$ cat src/rtl/gl_tri_dispatch.sv
// gl_tri_dispatch
//
// Collects three vertices from one of two requesters and hands them to a
// rasterizer as a single triangle. A requester is granted in IDLE, keeps
// the grant for exactly three accepted vertices, then the block issues a
// one-cycle start pulse and waits for the rasterizer's completion edge
// (or a watchdog expiry) before returning to IDLE. When both requesters
// are valid in IDLE, the one that did not win last time is granted.
//
// Vertex word layout: x in [95:64], y in [63:32] (default width).
//
// Parameters
//   VERTEX_TYPE_SIZE  vertex word width
//   TIMEOUT           WAIT watchdog limit in cycles, 0 disables it
//
// Ports
//   clk          clock, rising edge
//   rst_n        asynchronous active-low reset
//   s0_valid     requester 0 presents a vertex
//   s0_vertex    requester 0 vertex data
//   s0_ready     requester 0 vertex accepted when s0_valid is high
//   s1_valid     requester 1 presents a vertex
//   s1_vertex    requester 1 vertex data
//   s1_ready     requester 1 vertex accepted when s1_valid is high
//   rast_start   one-cycle start pulse to the rasterizer
//   rast_v1..3   triangle vertices in acceptance order
//   rast_done    rasterizer ready (may stay high; rising edge used)
//   busy         high whenever not in IDLE
//   grant_id     requester currently or most recently granted
//   tri_count    number of completed triangles (wraps)
//   timeout_err  sticky watchdog flag, cleared only by reset
module gl_tri_dispatch #(
  parameter int VERTEX_TYPE_SIZE = 96,
  parameter int TIMEOUT          = 65535
) (
  input  logic                        clk,
  input  logic                        rst_n,
  input  logic                        s0_valid,
  input  logic [VERTEX_TYPE_SIZE-1:0] s0_vertex,
  output logic                        s0_ready,
  input  logic                        s1_valid,
  input  logic [VERTEX_TYPE_SIZE-1:0] s1_vertex,
  output logic                        s1_ready,
  output logic                        rast_start,
  output logic [VERTEX_TYPE_SIZE-1:0] rast_v1,
  output logic [VERTEX_TYPE_SIZE-1:0] rast_v2,
  output logic [VERTEX_TYPE_SIZE-1:0] rast_v3,
  input  logic                        rast_done,
  output logic                        busy,
  output logic                        grant_id,
  output logic [15:0]                 tri_count,
  output logic                        timeout_err
);

  localparam logic [1:0] S_IDLE  = 2'd0;
  localparam logic [1:0] S_LOAD  = 2'd1;
  localparam logic [1:0] S_START = 2'd2;
  localparam logic [1:0] S_WAIT  = 2'd3;

  logic [1:0]                  state_q, state_d;
  logic                        grant_q, grant_d;
  logic                        last_grant_q, last_grant_d;
  logic [1:0]                  vcnt_q, vcnt_d;
  logic [15:0]                 wd_q, wd_d;
  logic                        rast_done_q;
  logic [VERTEX_TYPE_SIZE-1:0] v1_q, v1_d;
  logic [VERTEX_TYPE_SIZE-1:0] v2_q, v2_d;
  logic [VERTEX_TYPE_SIZE-1:0] v3_q, v3_d;
  logic [15:0]                 tri_count_q, tri_count_d;
  logic                        timeout_q, timeout_d;
  logic                        s0_ready_q, s1_ready_q;
  logic                        rast_start_q, busy_q;

  logic                        done_edge;
  logic                        accept;
  logic [VERTEX_TYPE_SIZE-1:0] acc_vertex;
  logic                        wd_limit;

  // Rasterizer ready may be held high; only a fresh rising edge completes.
  assign done_edge  = rast_done && !rast_done_q;

  // Ready flops mirror (state==LOAD && grant==N), so a handshake on the
  // granted port is the acceptance condition.
  assign accept     = grant_q ? (s1_valid && s1_ready_q) : (s0_valid && s0_ready_q);
  assign acc_vertex = grant_q ? s1_vertex : s0_vertex;

  // Counter reaches the limit on the edge where it would step to TIMEOUT,
  // giving exactly TIMEOUT cycles in WAIT.
  assign wd_limit   = (TIMEOUT != 0) && (({1'b0, wd_q} + 17'd1) == 17'(TIMEOUT));

  always_comb begin
    state_d      = state_q;
    grant_d      = grant_q;
    last_grant_d = last_grant_q;
    vcnt_d       = vcnt_q;
    wd_d         = '0;
    v1_d         = v1_q;
    v2_d         = v2_q;
    v3_d         = v3_q;
    tri_count_d  = tri_count_q;
    timeout_d    = timeout_q;

    case (state_q)
      S_IDLE: begin
        if (s0_valid || s1_valid) begin
          // Tie goes to the requester that did not win last time.
          grant_d = (s0_valid && s1_valid) ? !last_grant_q : s1_valid;
          vcnt_d  = 2'd0;
          state_d = S_LOAD;
        end
      end
      S_LOAD: begin
        if (accept) begin
          case (vcnt_q)
            2'd0:    v1_d = acc_vertex;
            2'd1:    v2_d = acc_vertex;
            default: v3_d = acc_vertex;
          endcase
          if (vcnt_q == 2'd2) begin
            vcnt_d       = 2'd0;
            last_grant_d = grant_q;
            state_d      = S_START;
          end else begin
            vcnt_d = vcnt_q + 2'd1;
          end
        end
      end
      S_START: begin
        state_d = S_WAIT;
      end
      default: begin
        // Completion wins over a simultaneous watchdog expiry.
        if (done_edge) begin
          tri_count_d = tri_count_q + 16'd1;
          state_d     = S_IDLE;
        end else if (wd_limit) begin
          timeout_d = 1'b1;
          state_d   = S_IDLE;
        end else begin
          wd_d = wd_q + 16'd1;
        end
      end
    endcase
  end

  always_ff @(posedge clk or negedge rst_n) begin
    if (!rst_n) begin
      state_q      <= S_IDLE;
      grant_q      <= 1'b0;
      last_grant_q <= 1'b1;
      vcnt_q       <= 2'd0;
      wd_q         <= 16'd0;
      rast_done_q  <= 1'b0;
      v1_q         <= '0;
      v2_q         <= '0;
      v3_q         <= '0;
      tri_count_q  <= 16'd0;
      timeout_q    <= 1'b0;
      s0_ready_q   <= 1'b0;
      s1_ready_q   <= 1'b0;
      rast_start_q <= 1'b0;
      busy_q       <= 1'b0;
    end else begin
      state_q      <= state_d;
      grant_q      <= grant_d;
      last_grant_q <= last_grant_d;
      vcnt_q       <= vcnt_d;
      wd_q         <= wd_d;
      rast_done_q  <= rast_done;
      v1_q         <= v1_d;
      v2_q         <= v2_d;
      v3_q         <= v3_d;
      tri_count_q  <= tri_count_d;
      timeout_q    <= timeout_d;
      // Outputs decoded from next state so they are flop outputs.
      s0_ready_q   <= (state_d == S_LOAD) && !grant_d;
      s1_ready_q   <= (state_d == S_LOAD) && grant_d;
      rast_start_q <= (state_d == S_START);
      busy_q       <= (state_d != S_IDLE);
    end
  end

  assign s0_ready    = s0_ready_q;
  assign s1_ready    = s1_ready_q;
  assign rast_start  = rast_start_q;
  assign rast_v1     = v1_q;
  assign rast_v2     = v2_q;
  assign rast_v3     = v3_q;
  assign busy        = busy_q;
  assign grant_id    = grant_q;
  assign tri_count   = tri_count_q;
  assign timeout_err = timeout_q;

endmodule

$ cat config.mk
export PLATFORM = sky130hd
export DESIGN_NAME = gl_tri_dispatch
export DESIGN_NICKNAME = d
export VERILOG_FILES = /design/src/rtl/gl_tri_dispatch.sv
export SDC_FILE = /design/constraint.sdc
export NUM_CORES = 1
export LEC_CHECK = 0
export ABC_AREA = 1
export ABC_CLOCK_PERIOD_IN_PS = 1750
export CORE_MARGIN = 10
export CORE_UTILIZATION = 30
export CTS_BUF_LIST = sky130_fd_sc_hd__clkbuf_8
export DETAILED_ROUTE_END_ITERATION = 12
export SETUP_SLACK_MARGIN = 0.15
export SYNTH_ARGS = -nofsm -noshare
export SYNTH_HDL_FRONTEND = slang
export SYNTH_SLANG_ARGS = --single-unit
$ cat constraint.sdc
create_clock -name clk -period 1.75 [get_ports clk]
set_clock_uncertainty 0.05 [all_clocks]
set_input_delay 0.35 -clock clk [delete_from_list [all_inputs] [get_ports clk]]
set_output_delay 0.35 -clock clk [all_outputs]
set_load 0.1 [all_outputs]
==> impl_metrics.tcl <==
set metrics [dict create \
    finalCriticalPeriod_ns 2.00 \
    yosys_register_bits 332 \
    drt_first_iter_violations 852 \
    drive_gt1_frac 0.466 \
    synth_top_family_by_area "simple AND/OR/NAND/NOR gates" \
    via_per_inst 5.11 \
    fmaxAchievable_mhz 500 \
    avgSynthCellArea_sq_um 9.78 \
    drc 0 \
    port_buffers 506 \
    hpwl_mm 40.7 \
    start_util 0.303 \
    cp-endpoint "rast_v3[36]$_DFFE_PN0P_" \
    crit_type "flip-flop to flip-flop" \
    totalWireLength_mm 66.8 \
    clk_pin_slew_ns 0.06 \
    startpoint "grant_id$_DFF_PN0_" \
    antenna_found_initial 2 \
    cts_made_buffers 57 \
    core.rowCount 78 \
    maxSlewHeadroom 0.698 \
    drv_slew 0 \
    synth_compound_area_frac 0.149 \
    crit_fanout 7 \
    num_vias 14200 \
    period_share 1.14 \
    violations "negative setup slack" \
    die-area_sq_um 54600 \
    antenna_left 0 \
    rr_endpoint "rast_v3[36]$_DFFE_PN0P_" \
    grt_pass1_vias 13952 \
    start_kind "flip-flop" \
    synth_cells 1402 \
    hold_violations 0 \
    setup_viol 307 \
    r2r_slack_ns -0.25 \
    ioPinCount 507 \
    core-area_sq_um 45300 \
    synth-seq-area-share 0.606 \
    die_x_microns 234 \
    die_h_microns 234 \
    first_pass_iters 5 \
    yosys.area_share.simple 0.191 \
    outcome "finished, violations left" \
    grt_max_degree 99 \
    yosysWarnings 0 \
    arrival_ns 2.47 \
    place_congestion 0.843 \
    muxShareOfSynthArea 0 \
    rsz0062_at_grt "true" \
    area_growth_pct 113 \
    syn_area_sq_um 13700 \
    yosysUniqueCellTypes 31 \
    yosys.area_share.adder 0.00274 \
    worst_r2r_startpoint "grant_id$_DFF_PN0_" \
    htree_num_levels 2 \
    wl_per_cell_microns 24.0 \
    synthesis.nets 1602 \
    layout.nets 2334 \
    worstHoldPathType "input port to async pin" \
    cts_buffer_depth 3 \
    final_util 0.644 \
    r2r_cells 12 \
    maxCapViolations 0 \
    grt_usage 0.203 \
    clockRootBuffer "clkbuf_8" \
    final.setup.worst_slack_ns -0.251 \
    grt_pass1_wl_mm 84.9 \
    synth_xor_area_frac 0.0109 \
    worst_pin_slew_ns 0.452 \
    cp.required_ns 2.22 \
    dp_slack_ns -0.503 \
    cts_tree "yes" \
    insertion_delay_ns 0.65 \
    end_kind "flip-flop" \
    clkSinkCount 332 \
    grt_overflow 0 \
]
cells in the mapped netlist:
master / n / area share
nand3_1: 114 / 0.042
ha_1: 3 / 0.0027
inv_2: 1 / 0.00027
nor3_1: 5 / 0.0018
nor2_4: 4 / 0.0033
nor2_1: 221 / 0.061
dfrtp_1: 331 / 0.60
o21ai_0: 9 / 0.0033
o21bai_2: 2 / 0.0016
inv_1: 32 / 0.0088
dfstp_2: 1 / 0.0019
xor2_1: 7 / 0.0045
buf_4: 10 / 0.0055
o21a_1: 96 / 0.053
nand3_4: 1 / 0.0013
nand4_1: 9 / 0.0041
and2_4: 1 / 0.00064
or2_2: 1 / 0.00046
clkbuf_1: 18 / 0.0049
buf_6: 1 / 0.00082
nor2_2: 7 / 0.0032
nand3b_1: 2 / 0.0011
buf_1: 1 / 0.00027
a31oi_1: 193 / 0.088
nand3_2: 2 / 0.0015
nand2_2: 5 / 0.0023
buf_2: 56 / 0.020
a21oi_1: 8 / 0.0029
xnor2_1: 10 / 0.0064
and2_1: 1 / 0.00046
nand2_1: 250 / 0.068
metrics by stage:
stage / TNS, ns / instance area, sq um / hold WS (ns) / cells
floorplan: -11.64 / 14200 / 0.00441 / 1402
global route: -59.30 / 29200 / 0.133 / 2779
finish: -34.11 / 29200 / 0.160 / 2780
global placement: -63.14 / 23700 / 0.248 / 2542
detailed placement: -75.96 / 23700 / 0.256 / 2542
CTS: -24.79 / 25900 / 0.125 / 2695
logic make-up (layout without fill, tap and decap cells):
group,count (synthesis),count (layout)
compound gates,308,308
other cells,0,1
flops,332,332
buf+inv,119,896
simple gates,623,623
fa+ha+maj,3,3
xor+xnor,17,17
cell usage in the layout, fill, tap and decap left out, types with 3 or more instances in the layout:
cell type / netlist / layout
a21oi_2: 0 / 7
a31oi_1: 193 / 172
a31oi_2: 0 / 5
a31oi_4: 0 / 16
buf_12: 0 / 344
buf_16: 0 / 21
buf_4: 10 / 94
buf_6: 1 / 33
buf_8: 0 / 37
clkbuf_16: 0 / 32
clkbuf_8: 0 / 74
clkdlybuf4s50_1: 0 / 195
clkinv_2: 0 / 3
dfrtp_1: 331 / 307
dfrtp_2: 0 / 18
dfrtp_4: 0 / 6
ha_4: 0 / 3
inv_1: 32 / 50
nand2_1: 250 / 237
nand2_2: 5 / 7
nand2_4: 0 / 8
nand2_8: 0 / 3
nand3_1: 114 / 11
nand3_2: 2 / 97
nand3_4: 1 / 9
nand4_1: 9 / 9
nor2_1: 221 / 58
nor2_2: 7 / 82
nor2_4: 4 / 92
nor3_4: 0 / 3
o21a_1: 96 / 96
o21ai_0: 9 / 5
xnor2_1: 10 / 10
xor2_1: 7 / 7
timing repair:
action / CTS / global route
setup endpoints to repair: 618 / 630
pin swaps: 17 / 48
cloned: 13 / 38
resized for setup: 97 / 463
hold buffers: 1 / 0
endpoints found under the hold margin: 309 / 0
setup buffers: 35 / 46
how the worst min path moves through the flow:
stage	endpoint	slack (ns)	cells after the start
after floorplan	busy$_DFF_PN0_	0.004	0
after global placement	rast_v3[11]$_DFFE_PN0P_	0.25	1
after detailed placement	rast_v2[20]$_DFFE_PN0P_	0.26	1
after CTS	rast_v3[19]$_DFFE_PN0P_	0.13	2
after global routing	rast_done_q$_DFF_PN0_	0.13	1
final	rast_v2[20]$_DFFE_PN0P_	0.16	2
worst max-delay path: stages, from the launching register on:
cell and delay, ns:
dfrtp_4 0.51, buf_8 0.15, clkinv_8 0.04, nand3_4 0.05, nand2_4 0.11, nand2_4 0.07, nor2_4 0.13, buf_12 0.17
buf_12 0.13, buf_16 0.15, buf_6 0.12, nand3_2 0.06, o21a_1 0.12
area by class of cell:
class / count / area, sq um
diodes: 1 / 2.50
flip-flops and latches: 332 / 8350
clock buffers: 74 / 1020
multi-input cells: 951 / 6770
inverters: 33 / 178
well taps: 600 / 751
fillers: 3306 / 16100
repair buffers: 759 / 11900
clock inverters: 30 / 181
flip-flops by register name, summed over array words and instances (netlist names):
name and count:
rast_start 1, grant_id 1, tri_count 16, s0_ready 1, state_q 2, rast_v2 96, rast_v1 96, vcnt_q 2
rast_v3 96, rast_done_q 1, last_grant_q 1, s1_ready 1, busy 1, timeout_err 1, wd_q 16
per-layer routing:
layer  vias up  GRT usage  wire length, microns
met5         -          0                    27
met4         4     0.0754                  2140
met3       126     0.0816                  6090
met2       595      0.341                 33500
met1      7144      0.229                 25100
li1       6331          -                     -
Power is left out: the tool's default activity adds up to more than one toggle a clock period on the data nets, which glitch-free logic cannot reach.
